$ cat config.mk
export PLATFORM = sky130hd
export DESIGN_NAME = fifo_rd_stream_flat
export DESIGN_NICKNAME = d
export VERILOG_FILES = /design/src/rtl/fifo_rd_stream_pkg.sv /design/src/rtl/fifo_rd_stream_if.sv /design/src/rtl/fifo_rd_stream_skid_buffer.sv /design/src/rtl/fifo_rd_stream.sv /design/src/flat_wrapper.sv
export SDC_FILE = /design/constraint.sdc
export NUM_CORES = 1
export LEC_CHECK = 0
export ABC_AREA = 1
export BUFFER_PORTS_ARGS = -buffer_cell sky130_fd_sc_hd__buf_4
export CORE_ASPECT_RATIO = 2
export CORE_MARGIN = 1
export CORE_UTILIZATION = 40
export DETAILED_ROUTE_END_ITERATION = 8
export PLACE_DENSITY_LB_ADDON = 0.08
export SLEW_MARGIN = 20
export SYNTH_ARGS = -nofsm -noshare
export SYNTH_HDL_FRONTEND = slang
export SYNTH_SLANG_ARGS = --single-unit
export TNS_END_PERCENT = 20
$ cat constraint.sdc
create_clock -name rclk -period 2 [get_ports rclk]
set_input_delay 0.2 -clock rclk [delete_from_list [all_inputs] [get_ports rclk]]
set_output_delay 0.2 -clock rclk [all_outputs]
set_load 0.02 [all_outputs]
$ cat src/rtl/fifo_rd_stream_pkg.sv
// Shared defaults and helpers for the async FIFO read-side stream logic.
// The async FIFO benches import this package as well.
package fifo_rd_stream_pkg;

  localparam int DATA_SIZE_DEF = 8;
  localparam int PKT_LEN_DEF   = 4;
  localparam int CNT_W_DEF     = 16;

  // Bit 0 is "O holds a word", bit 1 is "S holds a word", so both flags are plain flops.
  typedef enum logic [1:0] {
    OCC_EMPTY = 2'b00,
    OCC_ONE   = 2'b01,
    OCC_FULL  = 2'b11
  } skid_occ_e;

  function automatic int beat_width(input int pkt_len);
    if ($clog2(pkt_len) < 1) begin
      beat_width = 1;
    end else begin
      beat_width = $clog2(pkt_len);
    end
  endfunction

endpackage

$ cat src/rtl/fifo_rd_stream_if.sv
// FIFO read port plus outgoing valid/ready stream, bundled for the read-side consumer.
interface fifo_rd_stream_if
  import fifo_rd_stream_pkg::*;
#(
  parameter int DATA_SIZE = DATA_SIZE_DEF,
  parameter int CNT_W     = CNT_W_DEF
) ();

  logic                 rempty;
  logic [DATA_SIZE-1:0] rdata;
  logic                 rinc;
  logic                 m_valid;
  logic                 m_ready;
  logic [DATA_SIZE-1:0] m_data;
  logic                 m_last;
  logic [CNT_W-1:0]     pkt_cnt;

  modport master (
    input  rempty, rdata, m_ready,
    output rinc, m_valid, m_data, m_last, pkt_cnt
  );

  modport slave (
    output rempty, rdata, m_ready,
    input  rinc, m_valid, m_data, m_last, pkt_cnt
  );

endinterface

$ cat src/rtl/fifo_rd_stream_skid_buffer.sv
// Two-entry skid buffer: main register O drives the stream, S absorbs one word of backpressure.
module skid_buffer
  import fifo_rd_stream_pkg::*;
#(
  parameter int DATA_SIZE = DATA_SIZE_DEF
) (
  input  logic                 clk,
  input  logic                 rst,
  input  logic                 in_valid,
  output logic                 in_ready,
  input  logic [DATA_SIZE-1:0] in_data,
  output logic                 m_valid,
  input  logic                 m_ready,
  output logic [DATA_SIZE-1:0] m_data
);

  skid_occ_e            occ_r;
  skid_occ_e            occ_nxt_s;
  logic [DATA_SIZE-1:0] o_data_r;
  logic [DATA_SIZE-1:0] s_data_r;
  logic                 push_s;
  logic                 pop_s;
  logic                 load_o_in_s;
  logic                 load_o_skid_s;
  logic                 load_s_s;

  // Readiness depends only on the registered S flag, never on m_ready.
  assign in_ready = !occ_r[1] && !rst;
  assign push_s   = in_valid && in_ready;
  assign pop_s    = occ_r[0] && m_ready;
  assign m_valid  = occ_r[0];
  assign m_data   = o_data_r;

  // Occupancy next-state and register load selects.
  always_comb begin
    occ_nxt_s     = occ_r;
    load_o_in_s   = 1'b0;
    load_o_skid_s = 1'b0;
    load_s_s      = 1'b0;
    case (occ_r)
      OCC_EMPTY: begin
        if (push_s) begin
          load_o_in_s = 1'b1;
          occ_nxt_s   = OCC_ONE;
        end else begin
          occ_nxt_s = OCC_EMPTY;
        end
      end
      OCC_ONE: begin
        if (push_s && pop_s) begin
          load_o_in_s = 1'b1;
          occ_nxt_s   = OCC_ONE;
        end else if (push_s) begin
          load_s_s  = 1'b1;
          occ_nxt_s = OCC_FULL;
        end else if (pop_s) begin
          occ_nxt_s = OCC_EMPTY;
        end else begin
          occ_nxt_s = OCC_ONE;
        end
      end
      OCC_FULL: begin
        if (pop_s) begin
          load_o_skid_s = 1'b1;
          occ_nxt_s     = OCC_ONE;
        end else begin
          occ_nxt_s = OCC_FULL;
        end
      end
      default: begin
        occ_nxt_s = OCC_EMPTY;
      end
    endcase
  end

  // Occupancy state register.
  always_ff @(posedge clk) begin
    if (rst) begin
      occ_r <= OCC_EMPTY;
    end else begin
      occ_r <= occ_nxt_s;
    end
  end

  // Data registers for O and S.
  always_ff @(posedge clk) begin
    if (rst) begin
      o_data_r <= {DATA_SIZE{1'b0}};
      s_data_r <= {DATA_SIZE{1'b0}};
    end else begin
      if (load_o_in_s) begin
        o_data_r <= in_data;
      end else if (load_o_skid_s) begin
        o_data_r <= s_data_r;
      end else begin
        o_data_r <= o_data_r;
      end
      if (load_s_s) begin
        s_data_r <= in_data;
      end else begin
        s_data_r <= s_data_r;
      end
    end
  end

endmodule

$ cat src/rtl/fifo_rd_stream.sv
// Read-side FIFO consumer: pops FWFT words into a skid buffer and frames the
// resulting stream into fixed-length packets with a completed-packet counter.
module fifo_rd_stream
  import fifo_rd_stream_pkg::*;
#(
  parameter int DATA_SIZE = DATA_SIZE_DEF,
  parameter int PKT_LEN   = PKT_LEN_DEF,
  parameter int CNT_W     = CNT_W_DEF
) (
  input logic               rclk,
  input logic               rrst,
  fifo_rd_stream_if.master  bus
);

  localparam int                BEAT_W    = beat_width(PKT_LEN);
  localparam logic [BEAT_W-1:0] LAST_BEAT = BEAT_W'(PKT_LEN - 1);

  logic                 in_valid_s;
  logic                 in_ready_s;
  logic                 m_valid_s;
  logic [DATA_SIZE-1:0] m_data_s;
  logic                 hs_s;
  logic                 last_s;
  logic [BEAT_W-1:0]    beat_r;
  logic [CNT_W-1:0]     pkt_cnt_r;

  assign in_valid_s = !bus.rempty;
  assign bus.rinc   = in_valid_s && in_ready_s;

  skid_buffer #(
    .DATA_SIZE (DATA_SIZE)
  ) u_skid (
    .clk      (rclk),
    .rst      (rrst),
    .in_valid (in_valid_s),
    .in_ready (in_ready_s),
    .in_data  (bus.rdata),
    .m_valid  (m_valid_s),
    .m_ready  (bus.m_ready),
    .m_data   (m_data_s)
  );

  assign hs_s        = m_valid_s && bus.m_ready;
  assign last_s      = m_valid_s && (beat_r == LAST_BEAT);
  assign bus.m_valid = m_valid_s;
  assign bus.m_data  = m_data_s;
  assign bus.m_last  = last_s;
  assign bus.pkt_cnt = pkt_cnt_r;

  // Beat index advances on accepted words only, so empty-FIFO bubbles leave it alone.
  always_ff @(posedge rclk) begin
    if (rrst) begin
      beat_r <= {BEAT_W{1'b0}};
    end else if (hs_s) begin
      if (beat_r == LAST_BEAT) begin
        beat_r <= {BEAT_W{1'b0}};
      end else begin
        beat_r <= beat_r + {{(BEAT_W-1){1'b0}}, 1'b1};
      end
    end else begin
      beat_r <= beat_r;
    end
  end

  // Completed-packet counter, wrapping naturally at its width.
  always_ff @(posedge rclk) begin
    if (rrst) begin
      pkt_cnt_r <= {CNT_W{1'b0}};
    end else if (hs_s && last_s) begin
      pkt_cnt_r <= pkt_cnt_r + {{(CNT_W-1){1'b0}}, 1'b1};
    end else begin
      pkt_cnt_r <= pkt_cnt_r;
    end
  end

endmodule

$ cat src/flat_wrapper.sv
// flat-port wrapper written by rule: the top's interface ports become plain ports
module fifo_rd_stream_flat import fifo_rd_stream_pkg::*;
#(
  parameter int DATA_SIZE = DATA_SIZE_DEF,
  parameter int PKT_LEN   = PKT_LEN_DEF,
  parameter int CNT_W     = CNT_W_DEF
)
  (rclk, rrst, bus_rempty, bus_rdata, bus_m_ready, bus_rinc, bus_m_valid, bus_m_data, bus_m_last, bus_pkt_cnt);
  fifo_rd_stream_if #(.DATA_SIZE(DATA_SIZE), .CNT_W(CNT_W)) bus_i ();
  input logic rclk;
  input logic rrst;
  input wire logic [$bits(bus_i.rempty)-1:0] bus_rempty;
  input wire logic [$bits(bus_i.rdata)-1:0] bus_rdata;
  input wire logic [$bits(bus_i.m_ready)-1:0] bus_m_ready;
  output wire logic [$bits(bus_i.rinc)-1:0] bus_rinc;
  output wire logic [$bits(bus_i.m_valid)-1:0] bus_m_valid;
  output wire logic [$bits(bus_i.m_data)-1:0] bus_m_data;
  output wire logic [$bits(bus_i.m_last)-1:0] bus_m_last;
  output wire logic [$bits(bus_i.pkt_cnt)-1:0] bus_pkt_cnt;
  assign bus_i.rempty = bus_rempty;
  assign bus_i.rdata = bus_rdata;
  assign bus_i.m_ready = bus_m_ready;
  assign bus_rinc = bus_i.rinc;
  assign bus_m_valid = bus_i.m_valid;
  assign bus_m_data = bus_i.m_data;
  assign bus_m_last = bus_i.m_last;
  assign bus_pkt_cnt = bus_i.pkt_cnt;
  fifo_rd_stream #(.DATA_SIZE(DATA_SIZE), .PKT_LEN(PKT_LEN), .CNT_W(CNT_W)) u_core (.rclk(rclk), .rrst(rrst), .bus(bus_i));
endmodule
* After elaboration in Yosys (flattened, before gate mapping) *
Cells that the tools add are included.

storage, ports and cells
  register bits = 36
  latch bits = 0
  memory bits (writable) = 0
  bits in read-only memories = 0
  input port bits = 12
  output and inout port bits = 27
  logic and storage cells = 37
  memories kept = 0

cells by class
  add/subtract/negate cells = 2
  multiply operators = 0
  divide/modulo/power cells = 0
  order comparisons = 0
  equal/unequal tests = 3
  shift-type cells = 0
  multiplexer cells = 16
  bitwise logic cells = 0
  reductions and logical operators = 11

operators by type and width
  kind                   number
  $add 16x1->16 const B  1
  $mux 8                 2
  $mux 1                 8
  $mux 2                 4
  $logic_and 1x1->1      6
  $pmux 2 s3             1
  $eq 2x2->1 const B     2
  $logic_not 1->1        3
  $add 2x1->2 const B    1
  $eq 2x1->1 const B     1
  $logic_not 2->1        1
  $pmux 1 s2             1
  $reduce_bool 2->1      1

* Depth between registers and ports, before layout *
Gate-level depths: netlist of the first run.

  depth in word-level cells = 7
  mapped depth = 9
  depth with buffers taken out = 9

* By module *
A second synthesis of the first run with hierarchy kept.

unflattened totals
  cells, all modules = 258
  area total of the unflattened synthesis = 1840.5 um^2

by module, submodules not included
  module          instances  cells each  area each (um^2)  seq. area each (um^2)
  fifo_rd_stream  1          140         957.2             360.3
  skid_buffer     1          118         883.3             360.3

* Worst setup path before layout of the first run *
Ideal clock, no wire load.

  kind = flip-flop to flip-flop
  from = register u_core.pkt_cnt_r[1], in the netlist u_core.bus.pkt_cnt[1]
  to = register u_core.pkt_cnt_r[12], in the netlist u_core.bus.pkt_cnt[12]
  setup time = 0.117 ns
  arrival = 1.260 ns
  data required time = 1.883 ns
  slack = 0.623 ns
  stages on the path, launching flop included = 7
  buffers on the path = 0
  period minus slack after synthesis = 1.377 ns
  cells stage by stage = dfxtp_1 > ha_1 > nand3_1 > nor2_4 > nand3_2 > o21ai_0 > nor2_1

on the way
  word-level cells in the longest chain between the ends = 1

ends and longest elaborated chain
  element                 RTL line              RTL
  from (decl)             fifo_rd_stream.sv:25  logic [CNT_W-1:0] pkt_cnt_r;
  from (signal assigned)  fifo_rd_stream.sv:68  pkt_cnt_r <= {CNT_W{1'b0}};
  from (signal assigned)  fifo_rd_stream.sv:70  pkt_cnt_r <= pkt_cnt_r + {{(CNT_W-1){1'b0}}, 1'b1};
  from (signal assigned)  fifo_rd_stream.sv:72  pkt_cnt_r <= pkt_cnt_r;
  $add 16x1->16           fifo_rd_stream.sv:70

No other way between the ends.
A chain may end at the register's enable or synchronous reset.

* Worst setup path in the final report of the first run *
  from = register u_core.u_skid.occ_r[0]
  to = register u_core.u_skid.o_data_r[4], in the netlist u_core.u_skid.m_data[4]

on the way
  word-level cells in the longest chain between the ends = 5
  elaborated cells between the ends (all ways) = 11
  those cells by class = eq/ne: 2; mux: 5; reduce/logical: 4

ends and longest elaborated chain
  element                                      RTL line                          RTL
  from (decl)                                  fifo_rd_stream_skid_buffer.sv:17  skid_occ_e occ_r;
  from (signal assigned)                       fifo_rd_stream_skid_buffer.sv:81  occ_r <= occ_nxt_s;
  $logic_and 1x1->1                            fifo_rd_stream_skid_buffer.sv:30  assign pop_s = occ_r[0] && m_ready;
  $logic_and 1x1->1                            fifo_rd_stream_skid_buffer.sv:50  if (push_s && pop_s) begin
  $mux 1                                       fifo_rd_stream_skid_buffer.sv:50
  $pmux 1 s2                                   fifo_rd_stream_skid_buffer.sv:40  case (occ_r)
  $mux 8 or $reduce_bool 2->1 (tied branches)  -
  to (signal assigned)                         fifo_rd_stream_skid_buffer.sv:92  o_data_r <= in_data;
  to (signal assigned)                         fifo_rd_stream_skid_buffer.sv:94  o_data_r <= s_data_r;
  to (signal assigned)                         fifo_rd_stream_skid_buffer.sv:96  o_data_r <= o_data_r;
  to (decl)                                    fifo_rd_stream_skid_buffer.sv:19  logic [DATA_SIZE-1:0] o_data_r;

Several ways; a longest one is shown, not always the timed one.

==> impl_metrics.py, run 1 <==
metrics = {
    "placement": {
        "port_buffers": 38,
        "place_inst": 314,
        "postPlaceCellArea_sq_um": 1960,
        "dpl_worst_slack_ns": 0.443,
        "hpwl_mm": 2.81,
        "place.gp.congestion": 0.852,
    },
    "synthesis": {
        "yosysSeqAreaShare_pct": 43.7,
        "syn_area_sq_um": 1650,
        "yosysUniqueCellTypes": 23,
        "syn-num-nets": 245,
        "synth_warnings": 0,
        "syn-instance-count": 231,
        "avgSynthCellArea_sq_um": 7.14,
        "ys_ff_latch": 36,
    },
    "power_and_ir_drop": {
        "power_leakage_nw": 0.909,
        "p_per_area_nw_per_um2": 697,
        "max-vdd-ir-drop_uv": 573,
    },
    "sta": {
        "tightest_slew_ns": 0.522,
        "setup_viol": 0,
        "period_share_pct": 76.2,
        "slew_viol_final": 0,
        "rsz0062_at_grt": "no",
        "hold_viol_final": 0,
        "fin_skew_ns": 0.00615,
        "setup-tns-final_ns": 0,
        "relSlewSlack_pct": 65.1,
        "fin_crit_ns": 1.52,
        "fmax_ghz": 0.656,
        "fin_ws_ns": 0.477,
    },
    "global_routing": {
        "grt_pass1_vias": 1408,
        "grt_use_total_pct": 19.2,
        "grt_pass1_wl_mm": 6.07,
        "grt_overflow": 0,
        "antenna_found_initial": 0,
        "grt_max_degree": 20,
    },
    "worst_hold_path": {
        "whs_path_depth": 3,
        "hold_class": "primary input to flip-flop",
    },
    "worst_setup_path": {
        "cp.arrival_ns": 1.75,
        "cp-start-kind": "flip-flop",
        "crit_path_end_kind": "flip-flop",
        "worst-path-max-fanout": 12,
        "crit_type": "flip-flop to flip-flop",
        "reg2reg_depth": 4,
        "critPathRequiredTime_ns": 2.23,
    },
    "routing": {
        "dr.first_iter.drc_count": 34,
        "routed_wl_mm": 3.85,
        "viasPerCell": 4.87,
        "post_drt_wl_per_cell_microns": 12.0,
        "dr_total_vias": 1562,
        "drt.antenna.violating_nets": 0,
        "drc": 0,
        "first_pass_iters": 4,
    },
    "cells_and_area": {
        "area_growth_pct": 24.7,
        "fin_cells": 321,
        "finish.instance_area_sq_um": 2060,
        "drive_above_1_share_pct": 20.7,
        "layout.nets": 284,
        "n_antenna_cell": 0,
        "finish.utilization_pct": 53.0,
    },
    "clock_network": {
        "htreeDepth": 2,
        "cts_resized": 0,
        "cts_hold_buf": 0,
        "cts.clk_slew.worst_paths_ns": 0.07,
        "cts_inserted_buffers": 5,
        "cts.sinks": 36,
        "clockBufferDepth": 2,
        "cts_tree": "done",
        "post_cts_buffers": 0,
        "clockRootBuffer": "clkbuf_8",
        "clk_latency_ns": 0.29,
    },
    "outcome": {
        "status": "complete, no violations",
    },
    "floorplan": {
        "dieArea_sq_um": 4400,
        "pin_count": 39,
        "fp.dieW_microns": 47.4,
        "die-height_microns": 92.8,
        "initial_utilization_pct": 42.5,
        "rows": 32,
        "core_region_area_sq_um": 3880,
    },
    "flow_run": {
        "maxCapViolCount": 0,
    },
}
-- worst max-delay path, cell delays in order, from the launching register on --
cell and delay (ns):
dfxtp_1 0.47, nand2_1 0.28, nor2_1 0.49, a21oi_1 0.14, nor2_1 0.09
-- cell usage in the layout (no fill, tap or decap) --
cell type / count
nor2_1: 49
nand2_1: 39
buf_4: 39
dfxtp_1: 36
o21ai_0: 30
inv_1: 22
a21oi_1: 17
clkbuf_8: 7
nor2_4: 4
nand3_1: 4
nand4_1: 4
nor3_1: 4
nand2_2: 2
nor2_2: 2
xor2_1: 2
o21ai_1: 2
ha_1: 2
nand3_4: 1
nand3_2: 1
o21bai_1: 1
nand3b_1: 1
and3_1: 1
-- path summary, 6_finish.rpt --
path	startpoint	endpoint	slack, ns
min	bus_rdata[2]	u_core.u_skid.s_data_r[2]	0.14
max reg2reg	u_core.u_skid.occ_r[0]	u_core.u_skid.m_data[4]	0.48
max	u_core.u_skid.occ_r[0]	u_core.u_skid.m_data[4]	0.48
min reg2reg	u_core.u_skid.s_data_r[7]	u_core.u_skid.m_data[7]	0.49
-- cell families after synthesis --
| group | after synthesis | share of synthesized area [%] |
|---|---|---|
| flops | 36 | 43.7 |
| simple gates | 112 | 30.7 |
| xor+xnor | 2 | 1.06 |
| compound gates | 50 | 15.3 |
| fa+ha+maj | 2 | 1.52 |
| buf+inv | 29 | 7.73 |
-- cells in the mapped netlist --
| library cell | n | area (sq um) |
|---|---|---|
| nor2_1 | 49 | 184 |
| nand2_1 | 39 | 146 |
| dfxtp_1 | 36 | 721 |
| o21ai_0 | 30 | 150 |
| inv_1 | 22 | 82.6 |
| a21oi_1 | 17 | 85.1 |
| nand3_1 | 4 | 20.0 |
| nand4_1 | 4 | 25.0 |
| nor2_4 | 4 | 45.0 |
| nor3_1 | 4 | 20.0 |
| buf_2 | 3 | 15.0 |
| buf_6 | 2 | 22.5 |
| clkbuf_1 | 2 | 7.51 |
| ha_1 | 2 | 25.0 |
| nand2_2 | 2 | 12.5 |
| nor2_2 | 2 | 12.5 |
| o21ai_1 | 2 | 10.0 |
| xor2_1 | 2 | 17.5 |
| and3_1 | 1 | 6.26 |
| nand3_2 | 1 | 10.0 |
| nand3_4 | 1 | 17.5 |
| nand3b_1 | 1 | 7.51 |
| o21bai_1 | 1 | 7.51 |
-- cell type report --
type                       count  area [sq um]
sequential                    36           721
timing repair buffer          39           293
fill                         418          1830
multi-input combinational    166           802
tap                           51          63.8
inverter                      22          82.6
clock buffer                   7          96.3
-- registers in the layout, indices dropped and copies added, names as in the netlist --
register and cells:
u_core.bus.pkt_cnt 16, u_core.beat_r 2, u_core.u_skid.s_data_r 8, u_core.u_skid.occ_r 2, u_core.u_skid.m_data 8
-- report_power, final --
group          internal (mW)  switching [mW]  leakage [nW]  total [mW]
Sequential             0.733          0.0110         0.292       0.744
Combinational         0.0520          0.0728         0.567       0.125
Clock                  0.307           0.258        0.0503       0.565
Total                   1.09           0.342         0.909        1.43
-- layer usage --
layer / wire length, microns / track usage [%]
met1: 1440 / 19.2
met2: 2200 / 34.7
met3: 130 / 4.09
met4: 76 / 8.10
met5: 0 / 0
-- metrics by stage --
stage | hold WS (ns) | power [mW]
floorplan | 0.335 | 0.837
global placement | 0.431 | 0.887
detailed placement | 0.438 | 0.887
CTS | 0.134 | 1.45
global route | 0.131 | 1.49
finish | 0.136 | 1.43
(Power assumes the default switching activity.)
==> run 2: changes to the inputs <==
Settings changed: ABC_AREA 1 to 0.
Clock period 2 ns to 1.3 ns, I/O delays scaled along.
==> run 2 against run 1 <==
Net effect: the flow now finishes with violations (setup timing); largest cell class unchanged; critical endpoint is now u_core.bus.pkt_cnt[15]; area after synthesis shrank 0.45%; routed wire length down 0.42%; maximum frequency grew 7.6%; non-clock buffer count grew 30; clock skew down 0.0022 ns; sequential share of layout area is 3.9 points lower.
==> impl_metrics.py, run 2 <==
metrics = {
    "placement": {
        "dpl_worst_slack_ns": -0.137,
        "hpwl_mm": 2.87,
        "port_buffers": 38,
        "place.gp.congestion": 0.753,
    },
    "synthesis": {
        "synth_ff_type": "dfxtp_1",
        "yosys-top-cells-area": "dfxtp_1, mux2i_1, nor2_1",
        "yosysUniqueCellTypes": 38,
        "syn-num-nets": 185,
        "avgSynthCellArea_sq_um": 9.61,
        "synth.most_common_cell": "dfxtp_1",
        "yosysSeqAreaShare_pct": 43.9,
        "synth_area_leader_cell": "dfxtp_1",
        "syn-instance-count": 171,
        "ys_top_cells_by_count": "dfxtp_1, nor2_1, mux2i_1, a211oi_1",
        "syn_area_sq_um": 1640,
        "synth_top_area_share_pct": 43.9,
        "synthArstFlopShare_pct": 0,
        "synth_edf_count": 0,
        "synth_warnings": 0,
        "ys_ff_latch": 36,
    },
    "floorplan": {
        "pin_count": 39,
        "rows": 32,
        "dieArea_sq_um": 4380,
        "core_region_area_sq_um": 3880,
        "fp.dieW_microns": 47.3,
        "die-height_microns": 92.6,
        "initial_utilization_pct": 42.3,
    },
    "sta": {
        "tightest_slew_ns": 0.352,
        "fmax_ghz": 0.706,
        "fin_ws_ns": -0.116,
        "period_share_pct": 109,
        "hold_slack_ns": 0.0893,
        "rsz0062_at_grt": "yes",
        "slew_viol_final": 0,
        "fin_skew_ns": 0.00394,
        "setup_viol": 4,
        "relSlewSlack_pct": 76.5,
        "hold_viol_final": 0,
        "setup-tns-final_ns": -0.183,
        "fin_crit_ns": 1.42,
    },
    "clock_network": {
        "cts.clk_slew.worst_paths_ns": 0.07,
        "clk_latency_ns": 0.28,
        "htreeDepth": 2,
        "cts_tree": "done",
        "cts_inserted_buffers": 5,
        "clockBufferDepth": 2,
        "clockRootBuffer": "clkbuf_8",
        "cts.sinks": 36,
    },
    "cells_and_area": {
        "area_growth_pct": 45.0,
        "largest_register_ffs": 16,
        "drive_above_1_share_pct": 47.1,
        "finish.utilization_pct": 61.3,
        "n_antenna_cell": 0,
        "layout.nets": 253,
        "final_cell_mix": "buf_4, nor2_1, dfxtp_1, mux2i_1, dfxtp_2",
        "layout_commonest_cell": "buf_4",
    },
    "power_and_ir_drop": {
        "seqPwrFrac_pct": 52.6,
        "clockPowerShare_pct": 37.9,
        "max-vdd-ir-drop_uv": 861,
        "power_leakage_nw": 1.17,
        "switching_power_mw": 0.526,
        "p_int_mw": 1.65,
        "switching_share_pct": 24.1,
        "finalPower_mw": 2.18,
        "p_comb_share_pct": 9.5,
        "p_per_area_nw_per_um2": 915,
    },
    "worst_setup_path": {
        "crit_path_end_kind": "flip-flop",
        "crit_slowest_cell": "dfxtp_2",
        "critPathBufInv": 0,
        "cp-start-kind": "flip-flop",
        "cp.arrival_ns": 1.59,
        "rr_startpoint": "u_core.beat_r[1]",
        "worst-path-max-fanout": 3,
        "crit_type": "flip-flop to flip-flop",
        "cp_top_family": "simple AND/OR/NAND/NOR gates",
        "critical-path-max-stage-delay_ns": 0.35,
        "startpoint": "u_core.beat_r[1]",
        "critPathRequiredTime_ns": 1.47,
        "path_cells": "ha_4, and4_4, and2_4, and3_4, mux2_4",
    },
    "global_routing": {
        "grt_overflow": 0,
        "grt_pass1_vias": 1480,
        "antenna_found_initial": 0,
        "grt_max_degree": 30,
        "grt_pass1_wl_mm": 6.34,
        "grt_use_total_pct": 19.6,
    },
    "routing": {
        "routed_wl_mm": 3.83,
        "first_pass_iters": 4,
        "drt.antenna.violating_nets": 0,
        "dr.first_iter.drc_count": 19,
        "post_drt_wl_per_cell_microns": 13.2,
        "viasPerCell": 4.97,
        "drc": 0,
        "dr_total_vias": 1446,
    },
    "worst_hold_path": {
        "hold_start": "bus_rdata[0]",
        "hold_class": "primary input to flip-flop",
    },
    "outcome": {
        "violations": "setup timing",
        "status": "complete, but fails checks",
    },
    "flow_run": {
        "maxCapViolCount": 0,
    },
}
==> run 2: cell count changes after synthesis, moves of 4 or more <==
| cell | previous run | this run |
|---|---|---|
| nand2_1 | 39 | 6 |
| o21ai_0 | 30 | 0 |
| inv_1 | 22 | 2 |
| mux2i_1 | 0 | 17 |
| nor2_1 | 49 | 34 |
| a21oi_1 | 17 | 6 |
| a211oi_1 | 0 | 8 |
| xnor2_1 | 0 | 5 |
| nand2b_1 | 0 | 4 |
| nor2_4 | 4 | 0 |
==> run 2: power groups by stage <==
| stage | clock network, mW | registers, mW | logic (mW) |
|---|---|---|---|
| after floorplan | 0 | 1.19 | 0.0918 |
| after global placement | 0 | 1.17 | 0.197 |
| after detailed placement | 0 | 1.17 | 0.204 |
| after CTS | 0.847 | 1.15 | 0.207 |
| after global routing | 0.906 | 1.15 | 0.225 |
| final | 0.826 | 1.15 | 0.208 |
==> run 2: tightest hold or removal path, stage by stage <==
cell,delay (ns)
buf_4,0.08
mux2i_1,0.05
nor2_1,0.07
==> run 2: area by class of cell <==
type	instances	area [sq um]
sequential	36	742
fill	370	1500
timing repair buffer	69	526
clock buffer	7	86.3
tap	51	63.8
inverter	2	7.51
multi-input combinational	125	950
clock inverter	1	7.51
==> run 2: metal layers <==
metal	global-route usage (%)	share of wire (%)	wire [microns]
met5	0	0	0
met4	6.19	1.4	52
met3	4.48	3.4	132
met2	35.4	58	2200
met1	20.7	38	1440
==> run 2: final timing paths <==
check	end	slack [ns]	cells after the start
min reg2reg	u_core.beat_r[1]	0.48	2
max reg2reg	u_core.bus.pkt_cnt[15]	-0.12	5
min	u_core.u_skid.s_data_r[0]	0.09	3
max	u_core.bus.pkt_cnt[15]	-0.12	5
==> run 2: cell families after synthesis <==
group | after synthesis | share of synthesized area [%]
AOI/OAI and AO/OA | 17 | 7.08
xor gates and xnor gates | 10 | 5.33
adders and majority gates | 2 | 1.52
buffers and inverters | 10 | 3.27
DFF | 36 | 43.9
muxes | 19 | 12.2
and+or+nand+nor | 77 | 26.7
==> run 2: per-stage QoR <==
step,area [sq um],instances
after floorplan,1690,171
after global placement,2210,281
after detailed placement,2210,281
after CTS,2330,290
after global routing,2380,291
final,2380,291
==> run 2: timing repair <==
item	CTS	global route
buffers inserted	1	1
endpoints found under the setup margin	10	27
resized for setup	4	9
cloned	0	0
pin swaps	3	2
hold buffers	0	0
==> run 3: changes to the inputs <==
Settings changed: SKIP_LAST_GASP set to 1.
==> run 3 against run 2 <==
Net effect: the run still ends with setup timing left; non-clock buffer count is the same; sequential power is essentially flat; worst setup slack gained 0.0014 ns; global-route usage shrank 0.074 points; sequential share of layout area grew 0.38 points; combinational power shrank 2%; critical path depth is the same; worst hold slack gained 0.00052 ns.
==> impl_metrics.py, run 3 (same netlist as run 2, synthesis figures left out) <==
metrics = {
    "outcome": {
        "status": "complete, but fails checks",
        "violations": "setup timing",
    },
    "power_and_ir_drop": {
        "power_leakage_nw": 1.16,
        "p_per_area_nw_per_um2": 924,
        "finalPower_mw": 2.17,
        "max-vdd-ir-drop_uv": 851,
    },
    "routing": {
        "viasPerCell": 4.95,
        "drc": 0,
        "first_pass_iters": 4,
        "drt.antenna.violating_nets": 0,
        "dr.first_iter.drc_count": 14,
        "dr_total_vias": 1441,
        "post_drt_wl_per_cell_microns": 13.1,
        "routed_wl_mm": 3.81,
    },
    "sta": {
        "hold_viol_final": 0,
        "hold_slack_ns": 0.0898,
        "fin_ws_ns": -0.115,
        "period_share_pct": 109,
        "fin_crit_ns": 1.41,
        "fin_skew_ns": 0.00400,
        "fmax_ghz": 0.707,
        "setup_viol": 8,
        "relSlewSlack_pct": 78.0,
        "tightest_slew_ns": 0.330,
        "slew_viol_final": 0,
        "rsz0062_at_grt": "yes",
    },
    "global_routing": {
        "antenna_found_initial": 0,
        "grt_use_total_pct": 19.5,
        "grt_pass1_vias": 1481,
        "gr-usage-met1_pct": 20.4,
        "grt_pass1_wl_mm": 6.31,
        "use_met2_pct": 35.4,
        "met3_usage_pct": 4.48,
        "grt_busiest_layer": "met2",
        "grt_max_degree": 30,
        "grt_overflow": 0,
    },
    "floorplan": {
        "rows": 32,
        "fp.dieW_microns": 47.3,
        "pin_count": 39,
        "dieArea_sq_um": 4380,
        "die-height_microns": 92.6,
        "initial_utilization_pct": 42.3,
        "core_region_area_sq_um": 3880,
    },
    "clock_network": {
        "cts.sinks": 36,
        "clockBufferDepth": 2,
        "clockRootBuffer": "clkbuf_8",
        "cts.clk_slew.worst_paths_ns": 0.07,
        "cts_tree": "done",
        "htreeDepth": 2,
        "cts_hold_buf": 0,
        "cts_inserted_buffers": 5,
        "clk_latency_ns": 0.28,
    },
    "worst_setup_path": {
        "crit_type": "flip-flop to flip-flop",
        "critical-path-max-stage-delay_ns": 0.35,
        "critPathRequiredTime_ns": 1.47,
        "worst-path-max-fanout": 3,
        "cp.arrival_ns": 1.59,
        "critPathBufInv": 0,
        "crit_path_end_kind": "flip-flop",
        "cp-start-kind": "flip-flop",
        "path_cells": "ha_4, and4_4, and2_4, and3_4, mux2_4",
        "crit_slowest_cell": "dfxtp_2",
        "cp_top_family": "simple AND/OR/NAND/NOR gates",
    },
    "cells_and_area": {
        "largest_register_ffs": 16,
        "fillers": 374,
        "area_growth_pct": 43.0,
        "final_cell_mix": "buf_4, nor2_1, dfxtp_1, mux2i_1, dfxtp_2",
        "layout.nets": 253,
        "drive_above_1_share_pct": 45.4,
        "finish.utilization_pct": 60.5,
        "layout_commonest_cell": "buf_4",
        "n_antenna_cell": 0,
    },
    "placement": {
        "place.gp.congestion": 0.753,
        "port_buffers": 38,
        "dpl_worst_slack_ns": -0.137,
        "hpwl_mm": 2.87,
    },
    "worst_hold_path": {
        "hold_class": "primary input to flip-flop",
    },
    "flow_run": {
        "maxCapViolCount": 0,
    },
}
## run 3: what timing repair did
action                                  CTS  global route
gates resized for setup                   1             4
pin swaps                                 3             1
endpoints found under the hold margin     0             0
endpoints found under the setup margin   10            27
setup buffers                             1             1
## run 3: per-layer routing
layer / share of wire, % / vias up
li1: - / 723
met5: 0 / -
met3: 3.2 / 6
met1: 38 / 682
met2: 57 / 30
met4: 1.4 / 0
## run 3: path summary, 6_finish.rpt
check	from	to	slack, ns	depth (start not counted)
max	u_core.beat_r[1]	u_core.bus.pkt_cnt[15]	-0.11	5
min	bus_rdata[6]	u_core.u_skid.s_data_r[6]	0.09	3
max reg2reg	u_core.beat_r[1]	u_core.bus.pkt_cnt[15]	-0.11	5
min reg2reg	u_core.beat_r[1]	u_core.beat_r[1]	0.48	2
## run 3: cell type report
| class | count | area (sq um) | area share, % |
|---|---|---|---|
| clock buffer | 7 | 86.3 | 3.67 |
| inverter | 2 | 7.51 | 0.319 |
| sequential | 36 | 741 | 31.5 |
| tap | 51 | 63.8 | 2.72 |
| multi-input combinational | 125 | 926 | 39.4 |
| clock inverter | 1 | 7.51 | 0.319 |
| timing repair buffer | 69 | 518 | 22.0 |
## run 3: worst register-to-register path: cells and delay by family, from the launching register on
| family | cells | cell delay [ns] |
|---|---|---|
| fa+ha+maj | 1 | 0.13 |
| flops | 1 | 0.35 |
| mux | 1 | 0.29 |
| simple gates | 3 | 0.54 |
## run 3: power breakdown
| part | leakage [nW] | switching [mW] | internal [mW] |
|---|---|---|---|
| clock | 0.0445 | 0.392 | 0.431 |
| combinational | 0.818 | 0.110 | 0.0933 |
| sequential | 0.299 | 0.0172 | 1.13 |
## run 3: through the flow
step / cell area (sq um) / std cells / TNS, ns
finish: 2350 / 291 / -0.216
detailed placement: 2210 / 281 / -0.374
floorplan: 1690 / 171 / -0.228
CTS: 2310 / 290 / -0.512
global placement: 2210 / 281 / -0.207
global route: 2350 / 291 / -1.74
